--- src/rtl/calc_pkg.sv ---
`default_nettype none
// ============================================================================
// Module  : calc_pkg
// Brief   : Register map, opcodes, FSM states and AXI response codes
// Revision: 1.0 - initial release
// ============================================================================
package calc_pkg;

    localparam logic [7:0] REG_A    = 8'h00;
    localparam logic [7:0] REG_B    = 8'h04;
    localparam logic [7:0] REG_OP   = 8'h08;
    localparam logic [7:0] REG_RES  = 8'h0C;
    localparam logic [7:0] REG_MSEL = 8'h10;

    typedef enum logic [3:0] {
        ADD     = 4'd0,
        AND     = 4'd1,
        LOAD_A  = 4'd3,
        M_PLUS  = 4'd4,
        M_MINUS = 4'd5,
        MR      = 4'd6,
        MC      = 4'd7
    } calc_op_e;

    typedef enum logic [2:0] {
        IDLE    = 3'd0,
        WR_REQ  = 3'd1,
        WR_RESP = 3'd2,
        RD_REQ  = 3'd3,
        RD_RESP = 3'd4,
        DONE    = 3'd5
    } calc_state_e;

    localparam logic [1:0] OKAY   = 2'b00;
    localparam logic [1:0] SLVERR = 2'b10;

    // Write index 0/1/2 maps onto operand A, operand B, opcode.
    function automatic logic [7:0] wr_offset(input logic [1:0] idx);
        case (idx)
            2'd0:    return REG_A;
            2'd1:    return REG_B;
            default: return REG_OP;
        endcase
    endfunction

endpackage
`default_nettype wire

--- src/rtl/axi4lite_calc_master_if.sv ---
`default_nettype none
// ============================================================================
// Module  : axi4lite_calc_master_if
// Brief   : AXI4-Lite bus bundle with master/slave views
// Revision: 1.0 - initial release
// ============================================================================
interface axi4lite_calc_master_if #(
    parameter int ADDR_W = 32,
    parameter int DATA_W = 32
);
    logic              AW_VALID;
    logic              AW_READY;
    logic [ADDR_W-1:0] AW_ADDR;
    logic              W_VALID;
    logic              W_READY;
    logic [DATA_W-1:0] W_DATA;
    logic              B_VALID;
    logic              B_READY;
    logic [1:0]        B_RESP;
    logic              AR_VALID;
    logic              AR_READY;
    logic [ADDR_W-1:0] AR_ADDR;
    logic              R_VALID;
    logic              R_READY;
    logic [DATA_W-1:0] R_DATA;
    logic [1:0]        R_RESP;

    modport master (
        output AW_VALID, AW_ADDR, W_VALID, W_DATA, B_READY, AR_VALID, AR_ADDR, R_READY,
        input  AW_READY, W_READY, B_VALID, B_RESP, AR_READY, R_VALID, R_DATA, R_RESP
    );

    modport slave (
        input  AW_VALID, AW_ADDR, W_VALID, W_DATA, B_READY, AR_VALID, AR_ADDR, R_READY,
        output AW_READY, W_READY, B_VALID, B_RESP, AR_READY, R_VALID, R_DATA, R_RESP
    );
endinterface
`default_nettype wire

--- src/rtl/calc_wr_chan.sv ---
`default_nettype none
// ============================================================================
// Module  : calc_wr_chan
// Brief   : Tracks the independent AW and W handshakes of one write beat
// Revision: 1.0 - initial release
// ============================================================================
module calc_wr_chan (
    input  logic clk,
    input  logic rst,
    input  logic active_i,
    input  logic aw_ready_i,
    input  logic w_ready_i,
    output logic aw_valid_o,
    output logic w_valid_o,
    output logic hs_o,
    output logic done_o
);

    logic aw_done_q, aw_done_d;
    logic w_done_q,  w_done_d;
    logic aw_hs, w_hs;

    assign aw_valid_o = active_i & ~aw_done_q;
    assign w_valid_o  = active_i & ~w_done_q;
    assign aw_hs      = aw_valid_o & aw_ready_i;
    assign w_hs       = w_valid_o & w_ready_i;

    // Flags self-clear whenever the owner leaves the request phase.
    assign aw_done_d  = active_i & (aw_done_q | aw_hs);
    assign w_done_d   = active_i & (w_done_q | w_hs);
    assign hs_o       = aw_hs | w_hs;
    assign done_o     = aw_done_d & w_done_d;

    always_ff @(posedge clk or posedge rst) begin
        if (rst) begin
            aw_done_q <= 1'b0;
            w_done_q  <= 1'b0;
        end else begin
            aw_done_q <= aw_done_d;
            w_done_q  <= w_done_d;
        end
    end

endmodule
`default_nettype wire

--- src/rtl/axi4lite_calc_master.sv ---
`default_nettype none
// ============================================================================
// Module  : axi4lite_calc_master
// Brief   : Writes A/B/op to an AXI4-Lite calculator, reads back the result
// Revision: 1.0 - initial release
// ============================================================================
module axi4lite_calc_master
    import calc_pkg::*;
#(
    parameter int                ADDR_W      = 32,
    parameter int                DATA_W      = 32,
    parameter logic [ADDR_W-1:0] BASE_ADDR   = '0,
    parameter int                TIMEOUT_CYC = 256
) (
    input  logic              aclk,
    input  logic              areset,
    input  logic              cmd_valid,
    output logic              cmd_ready,
    input  logic [DATA_W-1:0] cmd_a,
    input  logic [DATA_W-1:0] cmd_b,
    input  logic [3:0]        cmd_op,
    output logic              rsp_valid,
    input  logic              rsp_ready,
    output logic [DATA_W-1:0] rsp_data,
    output logic              rsp_err,
    axi4lite_calc_master_if.master axi
);

    localparam int               CNT_W    = $clog2(TIMEOUT_CYC + 1);
    localparam logic [CNT_W-1:0] CNT_LAST = CNT_W'(TIMEOUT_CYC - 1);

    calc_state_e       state_q, state_d;
    logic [1:0]        idx_q, idx_d;
    logic [CNT_W-1:0]  cnt_q, cnt_d;
    logic [DATA_W-1:0] data_q, data_d;
    logic              err_q, err_d;
    logic [DATA_W-1:0] a_q, b_q;
    logic [3:0]        op_q;
    logic [DATA_W-1:0] wdata;
    logic              accept, wr_hs, wr_done, timeout, expire;

    assign accept  = (state_q == IDLE) && cmd_valid;
    assign timeout = (cnt_q >= CNT_LAST);

    calc_wr_chan u_wr_chan (
        .clk        (aclk),
        .rst        (areset),
        .active_i   (state_q == WR_REQ),
        .aw_ready_i (axi.AW_READY),
        .w_ready_i  (axi.W_READY),
        .aw_valid_o (axi.AW_VALID),
        .w_valid_o  (axi.W_VALID),
        .hs_o       (wr_hs),
        .done_o     (wr_done)
    );

    always_comb begin
        case (idx_q)
            2'd0:    wdata = a_q;
            2'd1:    wdata = b_q;
            default: wdata = DATA_W'(op_q);
        endcase
    end

    assign axi.AW_ADDR  = BASE_ADDR + ADDR_W'(wr_offset(idx_q));
    assign axi.W_DATA   = wdata;
    assign axi.B_READY  = (state_q == WR_RESP);
    assign axi.AR_VALID = (state_q == RD_REQ);
    assign axi.AR_ADDR  = BASE_ADDR + ADDR_W'(REG_RES);
    assign axi.R_READY  = (state_q == RD_RESP);
    assign cmd_ready    = (state_q == IDLE);
    assign rsp_valid    = (state_q == DONE);
    assign rsp_data     = data_q;
    assign rsp_err      = err_q;

    always_comb begin
        state_d = state_q;
        idx_d   = idx_q;
        err_d   = err_q;
        data_d  = data_q;
        cnt_d   = cnt_q + CNT_W'(1);
        expire  = 1'b0;
        case (state_q)
            IDLE: begin
                cnt_d = '0;
                if (cmd_valid) begin
                    state_d = WR_REQ;
                    idx_d   = '0;
                    err_d   = 1'b0;
                end
            end
            WR_REQ: begin
                if (wr_done) begin
                    state_d = WR_RESP;
                    cnt_d   = '0;
                end else if (wr_hs) begin
                    cnt_d   = '0;
                end else begin
                    expire  = timeout;
                end
            end
            WR_RESP: begin
                if (axi.B_VALID) begin
                    cnt_d = '0;
                    if (axi.B_RESP != OKAY) err_d = 1'b1;
                    if (idx_q == 2'd2) begin
                        state_d = RD_REQ;
                    end else begin
                        idx_d   = idx_q + 2'd1;
                        state_d = WR_REQ;
                    end
                end else begin
                    expire = timeout;
                end
            end
            RD_REQ: begin
                if (axi.AR_READY) begin
                    state_d = RD_RESP;
                    cnt_d   = '0;
                end else begin
                    expire  = timeout;
                end
            end
            RD_RESP: begin
                if (axi.R_VALID) begin
                    state_d = DONE;
                    cnt_d   = '0;
                    data_d  = axi.R_DATA;
                    if (axi.R_RESP != OKAY) err_d = 1'b1;
                end else begin
                    expire  = timeout;
                end
            end
            DONE: begin
                cnt_d = '0;
                if (rsp_ready) state_d = IDLE;
            end
            default: state_d = IDLE;
        endcase
        // A stalled slave ends the command with an error and a zero result.
        if (expire) begin
            state_d = DONE;
            err_d   = 1'b1;
            data_d  = '0;
            cnt_d   = '0;
        end
    end

    always_ff @(posedge aclk or posedge areset) begin
        if (areset) begin
            state_q <= IDLE;
            idx_q   <= '0;
            cnt_q   <= '0;
            err_q   <= 1'b0;
            data_q  <= '0;
            a_q     <= '0;
            b_q     <= '0;
            op_q    <= '0;
        end else begin
            state_q <= state_d;
            idx_q   <= idx_d;
            cnt_q   <= cnt_d;
            err_q   <= err_d;
            data_q  <= data_d;
            if (accept) begin
                a_q  <= cmd_a;
                b_q  <= cmd_b;
                op_q <= cmd_op;
            end
        end
    end

endmodule
`default_nettype wire
--- src/flat_wrapper.sv ---
// flat-port wrapper written by rule: the top's interface ports become plain ports
module axi4lite_calc_master_flat import calc_pkg::*;
#(
    parameter int                ADDR_W      = 32,
    parameter int                DATA_W      = 32,
    parameter logic [ADDR_W-1:0] BASE_ADDR   = '0,
    parameter int                TIMEOUT_CYC = 256
)
  (aclk, areset, cmd_valid, cmd_ready, cmd_a, cmd_b, cmd_op, rsp_valid, rsp_ready, rsp_data, rsp_err, axi_AW_VALID, axi_AW_ADDR, axi_W_VALID, axi_W_DATA, axi_B_READY, axi_AR_VALID, axi_AR_ADDR, axi_R_READY, axi_AW_READY, axi_W_READY, axi_B_VALID, axi_B_RESP, axi_AR_READY, axi_R_VALID, axi_R_DATA, axi_R_RESP);
  axi4lite_calc_master_if #(.ADDR_W(ADDR_W), .DATA_W(DATA_W)) axi_i ();
  input  logic aclk;
  input  logic areset;
  input  logic cmd_valid;
  output logic cmd_ready;
  input  logic [DATA_W-1:0] cmd_a;
  input  logic [DATA_W-1:0] cmd_b;
  input  logic [3:0] cmd_op;
  output logic rsp_valid;
  input  logic rsp_ready;
  output logic [DATA_W-1:0] rsp_data;
  output logic rsp_err;
  output wire logic [$bits(axi_i.AW_VALID)-1:0] axi_AW_VALID;
  output wire logic [$bits(axi_i.AW_ADDR)-1:0] axi_AW_ADDR;
  output wire logic [$bits(axi_i.W_VALID)-1:0] axi_W_VALID;
  output wire logic [$bits(axi_i.W_DATA)-1:0] axi_W_DATA;
  output wire logic [$bits(axi_i.B_READY)-1:0] axi_B_READY;
  output wire logic [$bits(axi_i.AR_VALID)-1:0] axi_AR_VALID;
  output wire logic [$bits(axi_i.AR_ADDR)-1:0] axi_AR_ADDR;
  output wire logic [$bits(axi_i.R_READY)-1:0] axi_R_READY;
  input wire logic [$bits(axi_i.AW_READY)-1:0] axi_AW_READY;
  input wire logic [$bits(axi_i.W_READY)-1:0] axi_W_READY;
  input wire logic [$bits(axi_i.B_VALID)-1:0] axi_B_VALID;
  input wire logic [$bits(axi_i.B_RESP)-1:0] axi_B_RESP;
  input wire logic [$bits(axi_i.AR_READY)-1:0] axi_AR_READY;
  input wire logic [$bits(axi_i.R_VALID)-1:0] axi_R_VALID;
  input wire logic [$bits(axi_i.R_DATA)-1:0] axi_R_DATA;
  input wire logic [$bits(axi_i.R_RESP)-1:0] axi_R_RESP;
  assign axi_AW_VALID = axi_i.AW_VALID;
  assign axi_AW_ADDR = axi_i.AW_ADDR;
  assign axi_W_VALID = axi_i.W_VALID;
  assign axi_W_DATA = axi_i.W_DATA;
  assign axi_B_READY = axi_i.B_READY;
  assign axi_AR_VALID = axi_i.AR_VALID;
  assign axi_AR_ADDR = axi_i.AR_ADDR;
  assign axi_R_READY = axi_i.R_READY;
  assign axi_i.AW_READY = axi_AW_READY;
  assign axi_i.W_READY = axi_W_READY;
  assign axi_i.B_VALID = axi_B_VALID;
  assign axi_i.B_RESP = axi_B_RESP;
  assign axi_i.AR_READY = axi_AR_READY;
  assign axi_i.R_VALID = axi_R_VALID;
  assign axi_i.R_DATA = axi_R_DATA;
  assign axi_i.R_RESP = axi_R_RESP;
  axi4lite_calc_master #(.ADDR_W(ADDR_W), .DATA_W(DATA_W), .BASE_ADDR(BASE_ADDR), .TIMEOUT_CYC(TIMEOUT_CYC)) u_core (.aclk(aclk), .areset(areset), .cmd_valid(cmd_valid), .cmd_ready(cmd_ready), .cmd_a(cmd_a), .cmd_b(cmd_b), .cmd_op(cmd_op), .rsp_valid(rsp_valid), .rsp_ready(rsp_ready), .rsp_data(rsp_data), .rsp_err(rsp_err), .axi(axi_i));
endmodule
--- config.mk ---
export PLATFORM = sky130hd
export DESIGN_NAME = axi4lite_calc_master_flat
export DESIGN_NICKNAME = d
export VERILOG_FILES = /design/src/rtl/calc_pkg.sv /design/src/rtl/axi4lite_calc_master_if.sv /design/src/rtl/calc_wr_chan.sv /design/src/rtl/axi4lite_calc_master.sv /design/src/flat_wrapper.sv
export SDC_FILE = /design/constraint.sdc
export NUM_CORES = 1
export LEC_CHECK = 0
export CAP_MARGIN = 25
export CELL_PAD_IN_SITES_DETAIL_PLACEMENT = 2
export CELL_PAD_IN_SITES_GLOBAL_PLACEMENT = 2
export CORE_UTILIZATION = 24
export CTS_CLUSTER_DIAMETER = 40
export CTS_CLUSTER_SIZE = 10
export DETAILED_ROUTE_END_ITERATION = 7
export PLACE_DENSITY = 0.9
export SLEW_MARGIN = 20
export SYNTH_ARGS = -nofsm -noshare
export SYNTH_HDL_FRONTEND = slang
export SYNTH_SLANG_ARGS = --single-unit
--- constraint.sdc ---
create_clock -name aclk -period 4.9 [get_ports aclk]
set_input_delay 0.49 -clock aclk [delete_from_list [all_inputs] [get_ports aclk]]
set_output_delay 0.49 -clock aclk [all_outputs]
set_load 0.03 [all_outputs]
**Yosys cells after proc, flatten, opt, wreduce, memory -nomap -nowiden**

Index checks and enable logic that the tools add are counted.

- Bitwise logic cells: 12
- Reduce and logical (&&, ||, !) cells: 14
- Equal/unequal tests: 18
- Mux-type cells: 38
- Order comparisons: 1
- Add/subtract/negate cells: 2

Operator list:

| cell | number |
|---|---|
| $mux W32 | 3 |
| $pmux W32 S2 | 1 |
| $mux W9 | 6 |
| $pmux W9 S5 | 1 |
| $mux W3 | 7 |
| $ne A3 B1 Y1 const B | 7 |
| $pmux W3 S6 | 1 |
| $reduce_and A6 Y1 | 2 |
| $mux W1 | 11 |
| $reduce_bool A2 Y1 | 5 |
| $add A9 B1 Y9 const B | 1 |
| $ge A9 B8 Y1 const B | 1 |
| $mux W2 | 4 |
| $pmux W4 S2 | 1 |
| $and A1 B1 Y1 | 7 |
| $eq A3 B2 Y1 const B | 2 |
| $eq A3 B3 Y1 const B | 2 |
| $ne A2 B2 Y1 const B | 2 |
| $pmux W1 S4 | 1 |
| $pmux W2 S2 | 1 |
| $reduce_and A4 Y1 | 1 |
| $reduce_bool A4 Y1 | 1 |
| $eq A3 B1 Y1 const B | 1 |
| $logic_not A3 Y1 | 1 |
| other kinds (12) | 15 |

- Bits of input ports: 113
- Output and inout bits: 136
- Register bits: 117

**Longest topological paths before layout**

- Word-level depth: 10
- Mapped depth: 7
- Mapped depth without buffers: 6

**Cells and area by module**

Synthesis repeated with hierarchy kept, for this count alone.

- Cells, all modules: 508
- Area total of the unflattened synthesis: 5,756.8 um^2

By module, submodules not included:

| module | times used | area an instance (um^2) | seq. area each (um^2) | cells an instance |
|---|---|---|---|---|
| axi4lite_calc_master | 1 | 5,642.9 | 2,877.8 | 497 |
| calc_wr_chan | 1 | 113.9 | 50.0 | 11 |

**Least setup slack after synthesis**

Ideal clock, no wire load.

- Path type: flip-flop to output port
- Start point: register u_core.idx_q[0]
- End point: output port axi_W_DATA[0]
- Required time: 4.410 ns
- Cell stages (with the launch flop): 6
- Path slack: 2.599 ns
- Data arrival time: 1.811 ns
- Cells stage by stage: dfrtp_1 -> ha_1 -> clkbuf_1 -> nor2_1 -> nand2_1 -> nand2_1

- Cells in the longest elaborated chain, start to end: 2
- Elaborated cells on any way between the ends: 3
- Those cells by class: 1 x eq/ne; 1 x mux; 1 x reduce/logical

Ends and longest elaborated chain:

| element | RTL line | text |
|---|---|---|
| start, declared | axi4lite_calc_master.sv:33 | `logic [1:0] idx_q, idx_d;` |
| start signal, assigned | axi4lite_calc_master.sv:161 | `idx_q <= idx_d;` |
| $eq A2 B1 Y1 / $logic_not A2 Y1 (equally long branches) | axi4lite_calc_master.sv:58 | `case (idx_q)` |
| $pmux W32 S2 * | axi4lite_calc_master.sv:58 |  |
| end, declared | flat_wrapper.sv:25 | `output wire logic [$bits(axi_i.W_DATA)-1:0] axi_W_DATA;` |

Every way passes the cells marked *; elsewhere a longest branch is shown, timed or not.

**Final worst setup path**

Ends and elaborated chain as after synthesis.

==> results.md <==
- HPWL Detailed: 13.8 mm
- Startpoint of the most critical register-to-register path: u_core.state_q[1]$_DFFE_PP0P_
- Synthesized cell area: 5740 sq um
- Cell area power density: 678 nW/um^2
- Skew final: 0.00991 ns
- Largest cells by area after synthesis: sky130_fd_sc_hd__dfrtp_1 51%, sky130_fd_sc_hd__nand2_1 18%, sky130_fd_sc_hd__buf_4 8.1%, sky130_fd_sc_hd__a22o_1 4.3%, sky130_fd_sc_hd__a21oi_1 3.3%
- Number of enable-type register cells in the synthesized netlist: 0
- Port-buffer cells: 186
- Final nets: 949
- Effective utilization at floorplan: 24.5%
- Synthesized netlist cell count: 658
- 1st-iter DRT viols: 137
- First-pass GRT wire length: 30.7 mm
- Minimum period implied by the final worst setup slack: 3.34 ns
- Leading area contributor after synthesis: sky130_fd_sc_hd__dfrtp_1
- Max Fclk: 0.299 GHz
- Deepest clock path buffer count: 2
- XOR/XNOR share of the synthesized area: 0.915%
- Maximum number of pins on one net before global-route repair: 71
- Maximum level of the CTS H-tree: 4
- Hold-fix buffer count after cts: 0
- Post-route clock period utilization: 68.2%
- Skew-Pair Late Insertion Delay: 0.42 ns
- Post-Synth Simple-Gate Area: 22.4%
- CTS Buf Count: 17
- Syn Area/Cell: 8.73 sq um
- DR WL/cell: 16.7 um
- Number of synthesized register bits: 117
- Most frequent cell after synthesis: sky130_fd_sc_hd__nand2_1
- Total global routing overflow: 0
- Detailed-routing iteration count for the pre-antenna-repair pass: 4
- Detailed-route DRC error count: 0
- Cts repair resizes: 0
- Setup TNS after final layout: 0 ns
- Total count of hold-check failures in the final report: 0
- Depth of the worst register-to-register path: 5
- Library cell used as clock root buffer: sky130_fd_sc_hd__clkbuf_16
- Relative max-transition margin: 39.8%
- Origin of the worst setup path: u_core.idx_q[0]$_DFFE_PP0P_
- Mux cell area share after synthesis: 0.370%
- Adder and majority gate portion of the synthesized area: 1.09%
- Die area: 24600 sq um
- Cell Rows: 56
- Clock edge transition at the registers on the reported setup and hold paths: 0.06 ns
- Inserted Diodes: 0
- # fillers: 2622
- Kind of launch point of the worst setup path: register
- Routed via count divided by cell count: 4.36
- Sequential-to-total area share from yosys stat: 51.0%
- Total wire length: 19.4 mm
- Number of antenna violations at the first check in global routing: 0
- Proportion of register bits with asynchronous set or reset after synthesis: 100%
- Transition time at the pin with the least slew margin: 0.902 ns
- Number of instances on the worst hold path: 2
- Fraction of final layout cells with drive strength greater than 1: 7.23%
- Setup violations, final: 0
- Endpoint of the worst register-to-register path: u_core.rsp_data[23]$_DFFE_PP0P_
- Vias in the first global route: 5650
- Synth Area in Compound Gates: 12.0%
- Layout overhead on the synthesized area: 44.8%
- Multi-input gate area: 2350 sq um
- Dominant combinational cell family by area after synthesis: simple AND/OR/NAND/NOR gates
- CTS tree: built
- Most frequent cells after synthesis: 282 x sky130_fd_sc_hd__nand2_1, 117 x sky130_fd_sc_hd__dfrtp_1, 62 x sky130_fd_sc_hd__buf_4
- Max-slew violation count: 0
- Arrival time at the worst endpoint: 2.85 ns
- Core occupancy in the finished layout: 35.4%
- RSZ-0062 raised after global routing: false
- Die Span Y: 157 um
- Maximum VDD drop: 201 uV
- Kind of end point of the critical path: primary output
- DRT antenna net count: 0
- Worst hold path type: register to register
- Type of the setup path with the least slack: register to primary output
- Core region area: 23500 sq um
- Top-Level Pins: 249
- Critical path fanouts, max: 22
- Register area: 2930 sq um
- Hold worst-path end: u_core.a_q[4]$_DFFE_PP0P_
- Origin of the worst min-delay path: u_core.a_q[4]$_DFFE_PP0P_
- Width of the die: 157 um
- Max_cap viols: 0
- Clock Sink Count: 117
- CP Data Required Time: 4.41 ns
- DR vias: 5074
- Predominant post-synthesis flop cell: sky130_fd_sc_hd__dfrtp_1
- Leakage power: 3.87 nW
- Number of warning messages in the yosys log: 0
- GRT Overall Usage: 16.4%
- Unique cell type count in the Yosys netlist: 46
- Reg2reg setup slack: 2.24 ns
- Final estimated routing congestion in global placement: 0.708
- Setup Buffers After CTS: 0
- Area share of the largest cell type after synthesis: 51.0%
- Result of the run: finished clean
state kept, by name, indices dropped and copies added (netlist names):
signal	flops
u_core.op_q	4
u_core.idx_q	2
u_core.u_wr_chan.aw_done_q	1
u_core.state_q	3
u_core.b_q	32
u_core.rsp_data	32
u_core.cnt_q	9
u_core.a_q	32
u_core.u_wr_chan.w_done_q	1
u_core.rsp_err	1
cell usage in the layout (no fill, tap or decap), types with 3 or more instances in the layout:
cell                              Yosys  final
sky130_fd_sc_hd__bufinv_16            0      5
sky130_fd_sc_hd__clkdlybuf4s50_1      0    186
sky130_fd_sc_hd__a21oi_1             38     38
sky130_fd_sc_hd__o21ai_0              3      3
sky130_fd_sc_hd__inv_1                9      8
sky130_fd_sc_hd__nand3_1              3      3
sky130_fd_sc_hd__a22o_1              28     28
sky130_fd_sc_hd__clkbuf_16            0     17
sky130_fd_sc_hd__clkinv_4             0      3
sky130_fd_sc_hd__inv_6                0      3
sky130_fd_sc_hd__dfrtp_1            117    117
sky130_fd_sc_hd__buf_4               62      9
sky130_fd_sc_hd__nor3b_1              4      4
sky130_fd_sc_hd__nor2_1              12     12
sky130_fd_sc_hd__conb_1               2     62
sky130_fd_sc_hd__a21oi_2             10     10
sky130_fd_sc_hd__nand2_1            282    282
sky130_fd_sc_hd__a22oi_1              4      4
sky130_fd_sc_hd__ha_1                 5      5
sky130_fd_sc_hd__xor2_1               5      5
logic make-up (layout without fill, tap and decap cells):
kind of cell             Yosys count  after routing
XOR/XNOR                           6              6
other                              2             62
AO/OA/AOI/OAI                     96             96
buffers and inverters            111            237
flip-flops                       117            117
adder cells (fa/ha/maj)            5              5
multiplexers                       2              2
AND/OR/NAND/NOR                  319            319
worst max path at each step:
stage                                           end  cells after the start
after floorplan           u_core.a_q[0]$_DFFE_PP0P_                      1
after global placement               axi_W_DATA[24]                      5
after detailed placement             axi_W_DATA[20]                      5
after CTS                            axi_W_DATA[20]                      5
after global routing                  axi_W_DATA[0]                      7
final                                 axi_W_DATA[0]                      7
area by class of cell:
class / count / share of cell area (%)
repair buffers: 196 / 23.4
multi-input cells: 490 / 28.2
flip-flops and latches: 117 / 35.2
clock buffers: 18 / 5.28
well taps: 319 / 4.80
clock inverters: 14 / 2.68
inverters: 9 / 0.436
through the flow:
step / power [mW] / cell area, sq um / cells / hold slack [ns] / worst slack (ns)
final: 5.64 / 8320 / 1163 / 0.488 / 1.56
after global routing: 5.99 / 8320 / 1163 / 0.511 / 1.34
after CTS: 5.73 / 8300 / 1162 / 0.493 / 1.33
after detailed placement: 4.26 / 7640 / 1130 / 0.472 / 1.83
after global placement: 4.14 / 7640 / 1130 / 0.457 / 1.93
after floorplan: 3.23 / 5970 / 718 / 0.446 / 1.31
power breakdown:
group / internal (mW) / leakage, nW / switching, mW
registers: 1.38 / 1.48 / 0.290
logic: 1.03 / 2.07 / 1.53
clock network: 0.922 / 0.318 / 0.491
total: 3.33 / 3.87 / 2.31
metal layers:
| metal | global-route usage [%] | vias up | routed length (um) |
|---|---|---|---|
| met5 | 0 | - | 0 |
| met4 | 5.23 | 0 | 212 |
| met3 | 6.40 | 15 | 1620 |
| met2 | 29.4 | 171 | 10000 |
| met1 | 17.5 | 2546 | 7560 |
| li1 | - | 2342 | - |
worst max-delay path: stages, from the launching register on:
cell,delay [ns]
sky130_fd_sc_hd__dfrtp_1,0.43
sky130_fd_sc_hd__inv_1,0.10
sky130_fd_sc_hd__ha_1,0.55
sky130_fd_sc_hd__buf_4,0.40
sky130_fd_sc_hd__nor2_1,0.16
sky130_fd_sc_hd__nand2_1,0.12
sky130_fd_sc_hd__nand2_1,0.07
sky130_fd_sc_hd__clkdlybuf4s50_1,0.60
(Power assumes the default switching activity.)
==> RTL edit, RTL diff (config.mk and constraints unchanged) <==
Reset style: synchronous (`areset` and `rst`), changed in 2 clocked blocks.
--- a/src/rtl/calc_wr_chan.sv
+++ b/src/rtl/calc_wr_chan.sv
@@ -33,3 +33,3 @@
 
-    always_ff @(posedge clk or posedge rst) begin
+    always_ff @(posedge clk) begin
         if (rst) begin
--- a/src/rtl/axi4lite_calc_master.sv
+++ b/src/rtl/axi4lite_calc_master.sv
@@ -148,3 +148,3 @@
 
-    always_ff @(posedge aclk or posedge areset) begin
+    always_ff @(posedge aclk) begin
         if (areset) begin
Function: differs if areset is asserted again (counterexample within 4 cycles, from zero or initial values and one cycle with areset high); with areset held inactive, the same outputs for 10 cycles.
==> RTL edit against the unedited design <==
The flow now finishes with violations (design-rule violations); wire length decreased by 3.4%; cell area decreased by 6.5%; first-iteration DRC count grew 54%; critical path depth unchanged; worst setup slack improved by 0.21 ns; sequential cell count stayed put; synthesized area down 6.0%; worst hold slack got worse by 0.031 ns; synthesized cell count down 2.4%; die area down 5.9%; highest routed layer unchanged.
Power is not compared: it rests on default switching activity, and its combinational part moved more than twofold at a synthesized area within 25%.
==> RTL edit: results (changes against the unedited design) <==
{| class="wikitable"
! Metric !! Value
|-
| Result of the run || finished, violations left
|-
| Violated checks || design-rule violations
|-
| Biggest cell category by area in the final layout || multi-input combinational cells
|-
| Gpl congestion || 0.751 (+6.0%)
|-
| Fillcell total || 2430 (-7.3%)
|-
| Final HPWL DP || 12900 µm (-6.7%)
|-
| Dpl ws || 2.07 ns (+0.243 ns)
|-
| Per-cell routed wire length || 17.1 µm (+2.6%)
|-
| Share of final-layout standard cells stronger than drive strength 1 || 5.89% (-1.3 points)
|-
| Crit path DAT || 2.64 ns (-0.21 ns)
|-
| 1st-iter DRT viols || 211 (+54%)
|-
| Via count of the first global-routing pass || 5347 (-5.4%)
|-
| Final-layout non-clock buffer area share || 24.6% (+1.2 points)
|-
| R2r endpoint || u_core.rsp_data[21]$_SDFFE_PP0P_
|-
| Critical path destination || axi_W_DATA[2]
|-
| Worst Hold End || u_core.b_q[27]$_SDFFE_PP0P_
|-
| Sequential fraction of the synthesis area || 43.4% (-7.6 points)
|-
| Mean number of vias per cell || 4.58 (+5.1%)
|-
| Non-filler instance count after layout || 1095 (-5.8%)
|-
| Fraction of standard cell area in multi-input logic || 33.0% (+4.8 points)
|-
| Origin of the worst min-delay path || u_core.b_q[27]$_SDFFE_PP0P_
|-
| Met3 routed WL || 1250 µm (-22%)
|-
| Number of unique standard cell types used by synthesis || 47 (+2.2%)
|-
| Clk_skew || 0.0118 ns (+0.00186 ns)
|-
| Area fraction in compound gates after synthesis || 15.9% (+4.0 points)
|-
| Placed cell count || 1063 (-5.9%)
|-
| Total number of multi-input combinational cells || 467 (-4.7%)
|-
| Number of ordinary and repair buffers in the finished layout || 193 (-1.5%)
|-
| # DRC || 36 (+36)
|-
| Slew headroom || 49.7% (+9.9 points)
|-
| Number of clock buffers in the layout || 19 (+1)
|-
| Reg area || 0.00234 mm² (-20%)
|-
| Biggest cell delay along the critical path || 0.67 ns (+0.07 ns)
|-
| Average footprint of a synthesized cell || 8.41 µm² (-3.6%)
|-
| Pin count of the biggest net entering global routing || 69 (-2.8%)
|-
| Drt first pass iters || 6 (+2)
|-
| Worst R2R Setup Slack || 2.36 ns (+0.12 ns)
|-
| Count of inverters other than clock inverters in the layout || 6 (-3)
|-
| Worst r2r src || u_core.state_q[0]$_SDFFE_PP0P_
|-
| Top area cells in the synthesized netlist || dfxtp_1 (43%), nand2_1 (11%), buf_4 (8.9%)
|-
| Highest net fanout along the worst path || 33 (+50%)
|-
| GRT met3 Usage || 5.48% (-0.92 points)
|-
| Synth Area in Adders || 1.16% (+0.069 points)
|-
| Share of synthesized flip-flops with an asynchronous set or reset || 0% (-100 points)
|-
| Wire length of the first global-routing pass || 29600 µm (-3.6%)
|-
| Hold Worst Slack || 0.457 ns (-0.0311 ns)
|-
| Clock buf/inv share || 7.42% (-0.54 points)
|-
| Met2 usage || 29.0% (-0.47 points)
|}
[RTL edit: changes by cell type after synthesis, moves of 4 or more]
| cell | change |
|---|---|
| a21oi_1 | +34 |
| nand2b_1 | +4 |
| buf_2 | +5 |
| dfrtp_1 | -117 |
| a21oi_2 | -10 |
| a211oi_1 | +10 |
| clkbuf_1 | +4 |
| nor3_1 | +34 |
| dfxtp_1 | +117 |
| nand2_1 | -130 |
| mux2i_1 | +33 |
[RTL edit: per-stage QoR]
stage / cell area (µm²) / utilization (%) / power, µW
after floorplan: 5630 / - / 1870
after global placement: 7200 / 32.8 / 2210
after detailed placement: 7200 / 32.8 / 2240
after CTS: 7770 / 35.4 / 3480
after global routing: 7770 / 35.4 / 3620
final: 7770 / 35.4 / 3430
[RTL edit: cells by family (layout without fill, tap and decap cells)]
logic type	after synthesis	after routing
compound gates	130	130
buf+inv	118	231
mux	34	34
flops	117	117
fa+ha+maj	5	5
simple gates	230	230
xor+xnor	6	6
other cells	2	62
